## src/rtl/multicycle_ctrl_if.sv

```systemverilog
// Instruction/data memory request-ready handshake between the sequencer and the memories.
interface multicycle_ctrl_if;
    logic imem_req;
    logic imem_ready;
    logic dmem_req;
    logic dmem_we;
    logic dmem_ready;

    modport master (
        output imem_req,
        output dmem_req,
        output dmem_we,
        input  imem_ready,
        input  dmem_ready
    );

    modport slave (
        input  imem_req,
        input  dmem_req,
        input  dmem_we,
        output imem_ready,
        output dmem_ready
    );
endinterface

```

## src/rtl/multicycle_ctrl.sv

```systemverilog
// Multi-cycle RV32I sequencer: FETCH/DECODE/EXEC/MEM/WB with memory handshakes,
// single-cycle writeback strobes, retire counter and a sticky trap on fault.
module multicycle_ctrl #(
    parameter int unsigned MEM_TIMEOUT = 15,
    parameter logic [31:0] INSTRET_RST = 32'h0
) (
    input  logic                      clk,
    input  logic                      rst,
    multicycle_ctrl_if.master         bus,
    output logic                      ir_we,
    input  logic                      R,
    input  logic                      I_L,
    input  logic                      I_C,
    input  logic                      JALR,
    input  logic                      S,
    input  logic                      B,
    input  logic                      LUI,
    input  logic                      AUIPC,
    input  logic                      JAL,
    input  logic                      PCSel_temp,
    input  logic                      RegWEn_temp,
    input  logic                      MemRW_temp,
    input  logic [1:0]                WBSel_temp,
    output logic                      reg_we,
    output logic [1:0]                wb_sel,
    output logic                      pc_we,
    output logic                      pc_sel,
    output logic [2:0]                state,
    output logic                      trap,
    output logic [31:0]               instret
);

    localparam int unsigned WAIT_W     = (MEM_TIMEOUT > 0) ? $clog2(MEM_TIMEOUT + 1) : 1;
    localparam logic [WAIT_W-1:0] WAIT_MAX = WAIT_W'(MEM_TIMEOUT);
    localparam bit          TIMEOUT_EN = (MEM_TIMEOUT > 0);

    typedef enum logic [2:0] {
        S_FETCH  = 3'd0,
        S_DECODE = 3'd1,
        S_EXEC   = 3'd2,
        S_MEM    = 3'd3,
        S_WB     = 3'd4,
        S_TRAP   = 3'd5
    } state_e;

    state_e              state_q, state_d;
    logic [WAIT_W-1:0]   wait_cnt_q, wait_cnt_d;
    logic [31:0]         instret_q, instret_d;

    logic                imem_req_c;
    logic                dmem_req_c;
    logic                dmem_we_c;
    logic [8:0]          class_flags;
    logic                class_ok;

    assign class_flags = {R, I_L, I_C, JALR, S, B, LUI, AUIPC, JAL};
    assign class_ok    = ($countones(class_flags) == 1);

    // Next-state, wait counter, retire count and combinational strobes.
    always_comb begin
        state_d    = state_q;
        wait_cnt_d = wait_cnt_q;
        instret_d  = instret_q;
        imem_req_c = 1'b0;
        dmem_req_c = 1'b0;
        dmem_we_c  = 1'b0;
        ir_we      = 1'b0;
        reg_we     = 1'b0;
        pc_we      = 1'b0;
        pc_sel     = 1'b0;
        wb_sel     = 2'b00;

        case (state_q)
            S_FETCH: begin
                imem_req_c = 1'b1;
                if (bus.imem_ready) begin
                    ir_we      = 1'b1;
                    state_d    = S_DECODE;
                    wait_cnt_d = '0;
                end else if (TIMEOUT_EN) begin
                    if (wait_cnt_q == WAIT_MAX) state_d = S_TRAP;
                    else                        wait_cnt_d = wait_cnt_q + WAIT_W'(1);
                end
            end
            S_DECODE: state_d = class_ok ? S_EXEC : S_TRAP;
            S_EXEC:   state_d = (I_L || S) ? S_MEM : S_WB;
            S_MEM: begin
                dmem_req_c = 1'b1;
                dmem_we_c  = MemRW_temp;
                if (bus.dmem_ready) begin
                    state_d    = S_WB;
                    wait_cnt_d = '0;
                end else if (TIMEOUT_EN) begin
                    if (wait_cnt_q == WAIT_MAX) state_d = S_TRAP;
                    else                        wait_cnt_d = wait_cnt_q + WAIT_W'(1);
                end
            end
            S_WB: begin
                reg_we    = RegWEn_temp;
                wb_sel    = WBSel_temp;
                pc_we     = 1'b1;
                pc_sel    = PCSel_temp;
                instret_d = instret_q + 32'd1;
                state_d   = S_FETCH;
            end
            S_TRAP:  state_d = S_TRAP;
            default: state_d = S_FETCH;
        endcase

        // Reset suppresses every strobe so an aborted instruction leaves no side effect.
        if (rst) begin
            imem_req_c = 1'b0;
            dmem_req_c = 1'b0;
            dmem_we_c  = 1'b0;
            ir_we      = 1'b0;
            reg_we     = 1'b0;
            pc_we      = 1'b0;
            pc_sel     = 1'b0;
            wb_sel     = 2'b00;
        end
    end

    // State, wait counter and retire counter registers with synchronous reset.
    always_ff @(posedge clk) begin
        if (rst) begin
            state_q    <= S_FETCH;
            wait_cnt_q <= '0;
            instret_q  <= INSTRET_RST;
        end else begin
            state_q    <= state_d;
            wait_cnt_q <= wait_cnt_d;
            instret_q  <= instret_d;
        end
    end

    assign bus.imem_req = imem_req_c;
    assign bus.dmem_req = dmem_req_c;
    assign bus.dmem_we  = dmem_we_c;
    assign state        = state_q;
    assign trap         = (state_q == S_TRAP);
    assign instret      = instret_q;

endmodule

```

## src/flat_wrapper.sv

```systemverilog
// flat-port wrapper written by rule: the top's interface ports become plain ports
module multicycle_ctrl_flat 
#(
    parameter int unsigned MEM_TIMEOUT = 15,
    parameter logic [31:0] INSTRET_RST = 32'h0
)
  (clk, rst, ir_we, R, I_L, I_C, JALR, S, B, LUI, AUIPC, JAL, PCSel_temp, RegWEn_temp, MemRW_temp, WBSel_temp, reg_we, wb_sel, pc_we, pc_sel, state, trap, instret, bus_imem_req, bus_dmem_req, bus_dmem_we, bus_imem_ready, bus_dmem_ready);
  multicycle_ctrl_if bus_i ();
  input  logic clk;
  input  logic rst;
  output logic ir_we;
  input  logic R;
  input  logic I_L;
  input  logic I_C;
  input  logic JALR;
  input  logic S;
  input  logic B;
  input  logic LUI;
  input  logic AUIPC;
  input  logic JAL;
  input  logic PCSel_temp;
  input  logic RegWEn_temp;
  input  logic MemRW_temp;
  input  logic [1:0] WBSel_temp;
  output logic reg_we;
  output logic [1:0] wb_sel;
  output logic pc_we;
  output logic pc_sel;
  output logic [2:0] state;
  output logic trap;
  output logic [31:0] instret;
  output wire logic [$bits(bus_i.imem_req)-1:0] bus_imem_req;
  output wire logic [$bits(bus_i.dmem_req)-1:0] bus_dmem_req;
  output wire logic [$bits(bus_i.dmem_we)-1:0] bus_dmem_we;
  input wire logic [$bits(bus_i.imem_ready)-1:0] bus_imem_ready;
  input wire logic [$bits(bus_i.dmem_ready)-1:0] bus_dmem_ready;
  assign bus_imem_req = bus_i.imem_req;
  assign bus_dmem_req = bus_i.dmem_req;
  assign bus_dmem_we = bus_i.dmem_we;
  assign bus_i.imem_ready = bus_imem_ready;
  assign bus_i.dmem_ready = bus_dmem_ready;
  multicycle_ctrl #(.MEM_TIMEOUT(MEM_TIMEOUT), .INSTRET_RST(INSTRET_RST)) u_core (.clk(clk), .rst(rst), .bus(bus_i), .ir_we(ir_we), .R(R), .I_L(I_L), .I_C(I_C), .JALR(JALR), .S(S), .B(B), .LUI(LUI), .AUIPC(AUIPC), .JAL(JAL), .PCSel_temp(PCSel_temp), .RegWEn_temp(RegWEn_temp), .MemRW_temp(MemRW_temp), .WBSel_temp(WBSel_temp), .reg_we(reg_we), .wb_sel(wb_sel), .pc_we(pc_we), .pc_sel(pc_sel), .state(state), .trap(trap), .instret(instret));
endmodule
```

## config.mk

```make
export PLATFORM = sky130hd
export DESIGN_NAME = multicycle_ctrl_flat
export DESIGN_NICKNAME = d
export VERILOG_FILES = /design/src/rtl/multicycle_ctrl_if.sv /design/src/rtl/multicycle_ctrl.sv /design/src/flat_wrapper.sv
export SDC_FILE = /design/constraint.sdc
export NUM_CORES = 1
export LEC_CHECK = 0
export ABC_AREA = 1
export BUFFER_PORTS_ARGS = -buffer_cell sky130_fd_sc_hd__buf_2
export CELL_PAD_IN_SITES_DETAIL_PLACEMENT = 0
export CELL_PAD_IN_SITES_GLOBAL_PLACEMENT = 1
export CORE_ASPECT_RATIO = 1.4
export CORE_MARGIN = 4
export CORE_UTILIZATION = 37
export CTS_CLUSTER_DIAMETER = 50
export DETAILED_ROUTE_END_ITERATION = 10
export HOLD_SLACK_MARGIN = 0.02
export PLACE_DENSITY_LB_ADDON = 0.15
export SLEW_MARGIN = 25
export SYNTH_ARGS = -nofsm -noshare
export SYNTH_HDL_FRONTEND = slang
export SYNTH_SLANG_ARGS = --single-unit
```

## constraint.sdc

```tcl
create_clock -name clk -period 3.9 [get_ports clk]
set_clock_uncertainty 0.05 [all_clocks]
set_input_delay 0.975 -clock clk [delete_from_list [all_inputs] [get_ports clk]]
set_output_delay 0.975 -clock clk [all_outputs]
set_load 0.05 [all_outputs]
```

## Yosys cells after proc, flatten, opt, wreduce, memory -nomap -nowiden

Index checks and enable logic that the tools add are counted.
W data, S select, Z words.

- Add/sub/neg operators: 10
- Eq/ne operators: 7
- Multiplexer cells: 27
- Reduce and logical (&&, ||, !) cells: 3

Operators by type and width:

| kind | count |
|---|---|
| $add A32 B32 Y32 | 3 |
| $add A32 B1 Y32 | 1 |
| $add A32 B1 Y32 const B | 1 |
| $eq A32 B2 Y1 const B | 1 |
| $mux W1 | 15 |
| $mux W3 | 5 |
| $pmux W3 S5 | 1 |
| $mux W4 | 3 |
| $add A1 B1 Y2 | 4 |
| $pmux W4 S2 | 1 |
| $eq A3 B2 Y1 const B | 2 |
| $eq A3 B3 Y1 const B | 2 |
| $add A4 B1 Y4 const B | 1 |
| $eq A4 B4 Y1 const B | 1 |
| $mux W2 | 2 |
| $eq A3 B1 Y1 const B | 1 |
| $logic_not A3 Y1 | 1 |
| $reduce_bool A2 Y1 | 1 |
| $logic_or A1 B1 Y1 | 1 |

- Flip-flop bits (word level): 39
- Output and inout port bits: 45
- Logic and storage cells: 50

## Longest topological paths before layout

- Word-level depth: 7
- Depth in mapped cells: 13

## Least setup slack after synthesis

OpenSTA, ideal clock, no wires.

- Path kind: input port to flip-flop
- Start: input AUIPC
- End: register u_core.state_q[0], in the netlist u_core.state[0]
- Setup time: 0.128 ns
- Arrival time: 3.431 ns
- Path slack: 0.292 ns
- Stages: 12
- Path buffers: 0
- Cells stage by stage: ha_1 fa_1 inv_1 fa_1 inv_1 ha_1 fa_1 nand3b_1 nor2_1 nor2_1 nor3_1 nor2_1

- Cells in the longest elaborated chain, start to end: 7

RTL lines:

| what | line | RTL |
|---|---|---|
| start, declared | flat_wrapper.sv:19 | `input logic AUIPC;` |
| $add A1 B1 Y2 (not written as such) | multicycle_ctrl.sv:57 | `assign class_ok = ($countones(class_flags) == 1);` |
| $add A32 B32 Y32 (not written as such) (2 in series) | multicycle_ctrl.sv:57 |  |
| $add A32 B1 Y32 (not written as such) | multicycle_ctrl.sv:57 |  |
| $eq A32 B2 Y1 | multicycle_ctrl.sv:57 |  |
| $mux W3 | multicycle_ctrl.sv:85 | `S_DECODE: state_d = class_ok ? S_EXEC : S_TRAP;` |
| $pmux W3 S5 | multicycle_ctrl.sv:73 | `case (state_q)` |
| end signal, assigned | multicycle_ctrl.sv:130 | `state_q <= state_d;` |
| end, declared | multicycle_ctrl.sv:46 | `state_e state_q, state_d;` |

No other way between the ends.
A chain may end at the register's enable or synchronous reset.

## Worst setup path in the final report

Same ends and word-level chain as after synthesis.

==> impl_results.md <==
* Hold endpoint: u_core.wait_cnt_q[2]
* Worst-path fanout max at 2
* Max incr delay on CP at 0.53 ns
* DRT iter0 DRCs at 92
* Synth cell types at 32
* Fmax at 0.285 GHz
* Ys Warns at 0
* Mapped Area at 0.00240 mm2
* N_diodes at 0
* Crit path cell chain: buf_2 -> ha_1 -> fa_1 -> inv_1 -> fa_1 -> inv_1 -> ha_1 -> fa_1 -> nand3b_1 -> nor2_1 -> nor2_1 -> nor3_1 -> nor2_1
* Area Growth Syn to Fin at 19.3%
* Htree depth at 2
* Async S/R FF share, synth at 0%
* Clk slew on worst S/H paths at 0.08 ns
* Minimum clock period at 3.51 ns
* Finished Cell Area at 0.00287 mm2
* Area leader, netlist: dfxtp_1
* Leakage at 1.41 nW
* Critical Path Slowest Stage Cell: fa_1
* Setup Viol. Count Final at 0
* Synth Flop Type: dfxtp_1
* Initial Utilization at 38.4%
* DR vias at 2375
* Global-route wire length before repair at 10100 um
* Post-Synthesis Cells at 352
* Worst-case reg-to-reg path depth at 8
* Port-buffer cells at 62
* RSZ-0062 raised after global routing: no
* Worst EP required at 4.02 ns
* Fin crit share at 90.0%
* Largest net degree at the start of global routing at 28
* Pre-CTS setup slack at 0.0647 ns
* Layout Cells excl Fill at 489
* Die Height at 103 um
* Crit Reg-Reg Endpoint: u_core.instret[26]
* Clock Path Buffers at 2
* Post-synth EDFFs at 0
* Post-Route WL at 6010 um
* Drt wl/cell at 12.3 um
* Post-route antenna net violation count at 0
* Pins Over Slew Limit at 0
* I/O pin cnt at 63
* PD cells at 353 mW/mm2
* VDD IR max at 0.215 mV
* CTS tree: yes
* Relative slew slack at 54.6%
* Vias in the first global route at 2254
* Final hold violation count at 0
* Placed insts at 481
* Area after DPL at 0.00278 mm2
* PnR Total Power at 1.01 mW
* Clock root cell: clkbuf_8
* Hold Crit Class: reg -> reg
* Slew at the pin closest to its max-slew limit at 0.681 ns
* Synth Area per Inst at 6.83 um2
* Core region area at 0.00625 mm2
* Detailed-route DRC error count at 0
* Synth Register Bits at 39
* Clock latency at the later pin of the worst-skew pair at 0.29 ns
* Detailed Routing Iterations Pass 1 at 4
* CTS resizes at 0
* Setup crit start kind: primary input
* WS Path Type: in -> reg
* Layout cells sized above 1 at 21.1%
* Routability Congestion at 0.858
* Worst Setup End Kind: register
* Outcome: finished, final reports clean
* R2R setup slack at 2.17 ns
* # hold bufs at CTS at 0
* DP Wirelength at 4740 um
* Synth top area cells: dfxtp_1, nand2_1, nor2_1, inv_1, nand3_1
* Final TNS setup at 0 ns
* Syn nets at 382
* Drt via density at 4.86
* Die Area at 0.00787 mm2
* Critical path buffers and inverters at 3
* Synth top area share at 32.5%
* Largest delay share family, worst path: adder cells
* Die W at 76.1 um
* NumNets Final at 446
* TritonCTS Buffers at 5
* Clock sinks at 39
* Max Cap Violations at 0
* Final WS setup at 0.391 ns
* Post-CTS setup buffer count at 0
* Critical Path AT at 3.63 ns
* Hold Path Stages at 2
* Cell Rows at 34
* Hold path start: u_core.wait_cnt_q[3]
* Worst r2r src: u_core.instret[0]
* Initial antenna violation count at 0
* GRT overflow at 0
* Sequential area share after synthesis at 32.5%
* GRT Util Overall at 15.6%
-- kinds of logic (layout without fill, tap and decap cells) --
group / Yosys count / count (layout) / synth area share [%]
adders and majority gates: 12 / 12 / 7.81
xor gates and xnor gates: 5 / 5 / 1.82
AOI/OAI and AO/OA: 37 / 37 / 8.38
and+or+nand+nor: 209 / 209 / 41.6
buffers and inverters: 50 / 115 / 7.86
DFF: 39 / 39 / 32.5
-- Yosys cell counts, types with 5 or more instances --
cell type / n
a21oi_1: 18
dfxtp_1: 39
fa_1: 5
ha_1: 7
inv_1: 43
nand2_1: 76
nand3_1: 23
nand4_1: 9
nor2_1: 71
nor2_4: 6
nor3_1: 7
o21ai_0: 11
-- area by class of cell --
cell class / instances / area, um2
clock inverter: 3 / 15.0
fill: 660 / 3390
inverter: 45 / 169
timing repair buffer: 62 / 310
clock buffer: 5 / 68.8
tap: 72 / 90.1
multi-input combinational: 263 / 1430
sequential: 39 / 781
-- power by group --
| part | internal, mW | switching [mW] | leakage (nW) |
|---|---|---|---|
| clock network | 0.123 | 0.151 | 0.0477 |
| logic | 0.0889 | 0.204 | 1.04 |
| registers | 0.419 | 0.0253 | 0.315 |
| total | 0.630 | 0.381 | 1.41 |
-- layer usage --
layer | up-vias | routed length, um | GRT usage, %
met3 | 16 | 320 | 3.21
li1 | 1253 | - | -
met4 | 0 | 189 | 7.81
met1 | 1037 | 2570 | 18.2
met2 | 69 | 2920 | 27.4
met5 | - | 0 | 0
-- metrics by stage --
| stage | util, % | hold slack (ns) |
|---|---|---|
| global placement | 44.5 | 0.451 |
| floorplan | - | 0.418 |
| finish | 45.9 | 0.461 |
| detailed placement | 44.5 | 0.451 |
| global route | 45.9 | 0.492 |
| CTS | 45.9 | 0.469 |
-- flip-flops by register name, summed over array words and instances (netlist names) --
signal,count
u_core.instret,32
u_core.wait_cnt_q,4
u_core.state,3
-- worst max-delay path by stage --
| stage | from | endpoint | slack, ns | cells past startpoint |
|---|---|---|---|---|
| 2_1_floorplan | AUIPC | u_core.state[0] | 0.29 | 12 |
| 3_3_place_gp | AUIPC | u_core.state[0] | 0.10 | 13 |
| 3_5_place_dp | AUIPC | u_core.state[0] | 0.06 | 13 |
| 4_1_cts | AUIPC | u_core.state[0] | 0.39 | 13 |
| 5_1_grt | AUIPC | u_core.state[0] | 0.27 | 14 |
| 6_report | AUIPC | u_core.state[0] | 0.39 | 13 |
-- placed cells by master (no fill, tap or decap), types with 3 or more instances in the layout --
master / n
nand2_1: 76
nor2_1: 71
buf_2: 62
inv_1: 43
dfxtp_1: 39
nand3_1: 23
a21oi_1: 18
o21ai_0: 11
nand4_1: 9
nor3_1: 7
ha_1: 7
nor2_4: 6
fa_1: 5
clkbuf_8: 5
xor2_1: 4
nor2_2: 3
nor3b_1: 3
a31oi_1: 3
clkinv_2: 3
-- worst register-to-register path, cell delays in order (launching register included) --
cell	delay [ns]
dfxtp_1	0.42
ha_1	0.22
nand3_1	0.18
nor2_8	0.23
nand3_2	0.13
nor2_2	0.20
nand3_1	0.09
nand2_1	0.06
nor2_1	0.05
No activity file was read; power rests on OpenSTA's default activity.
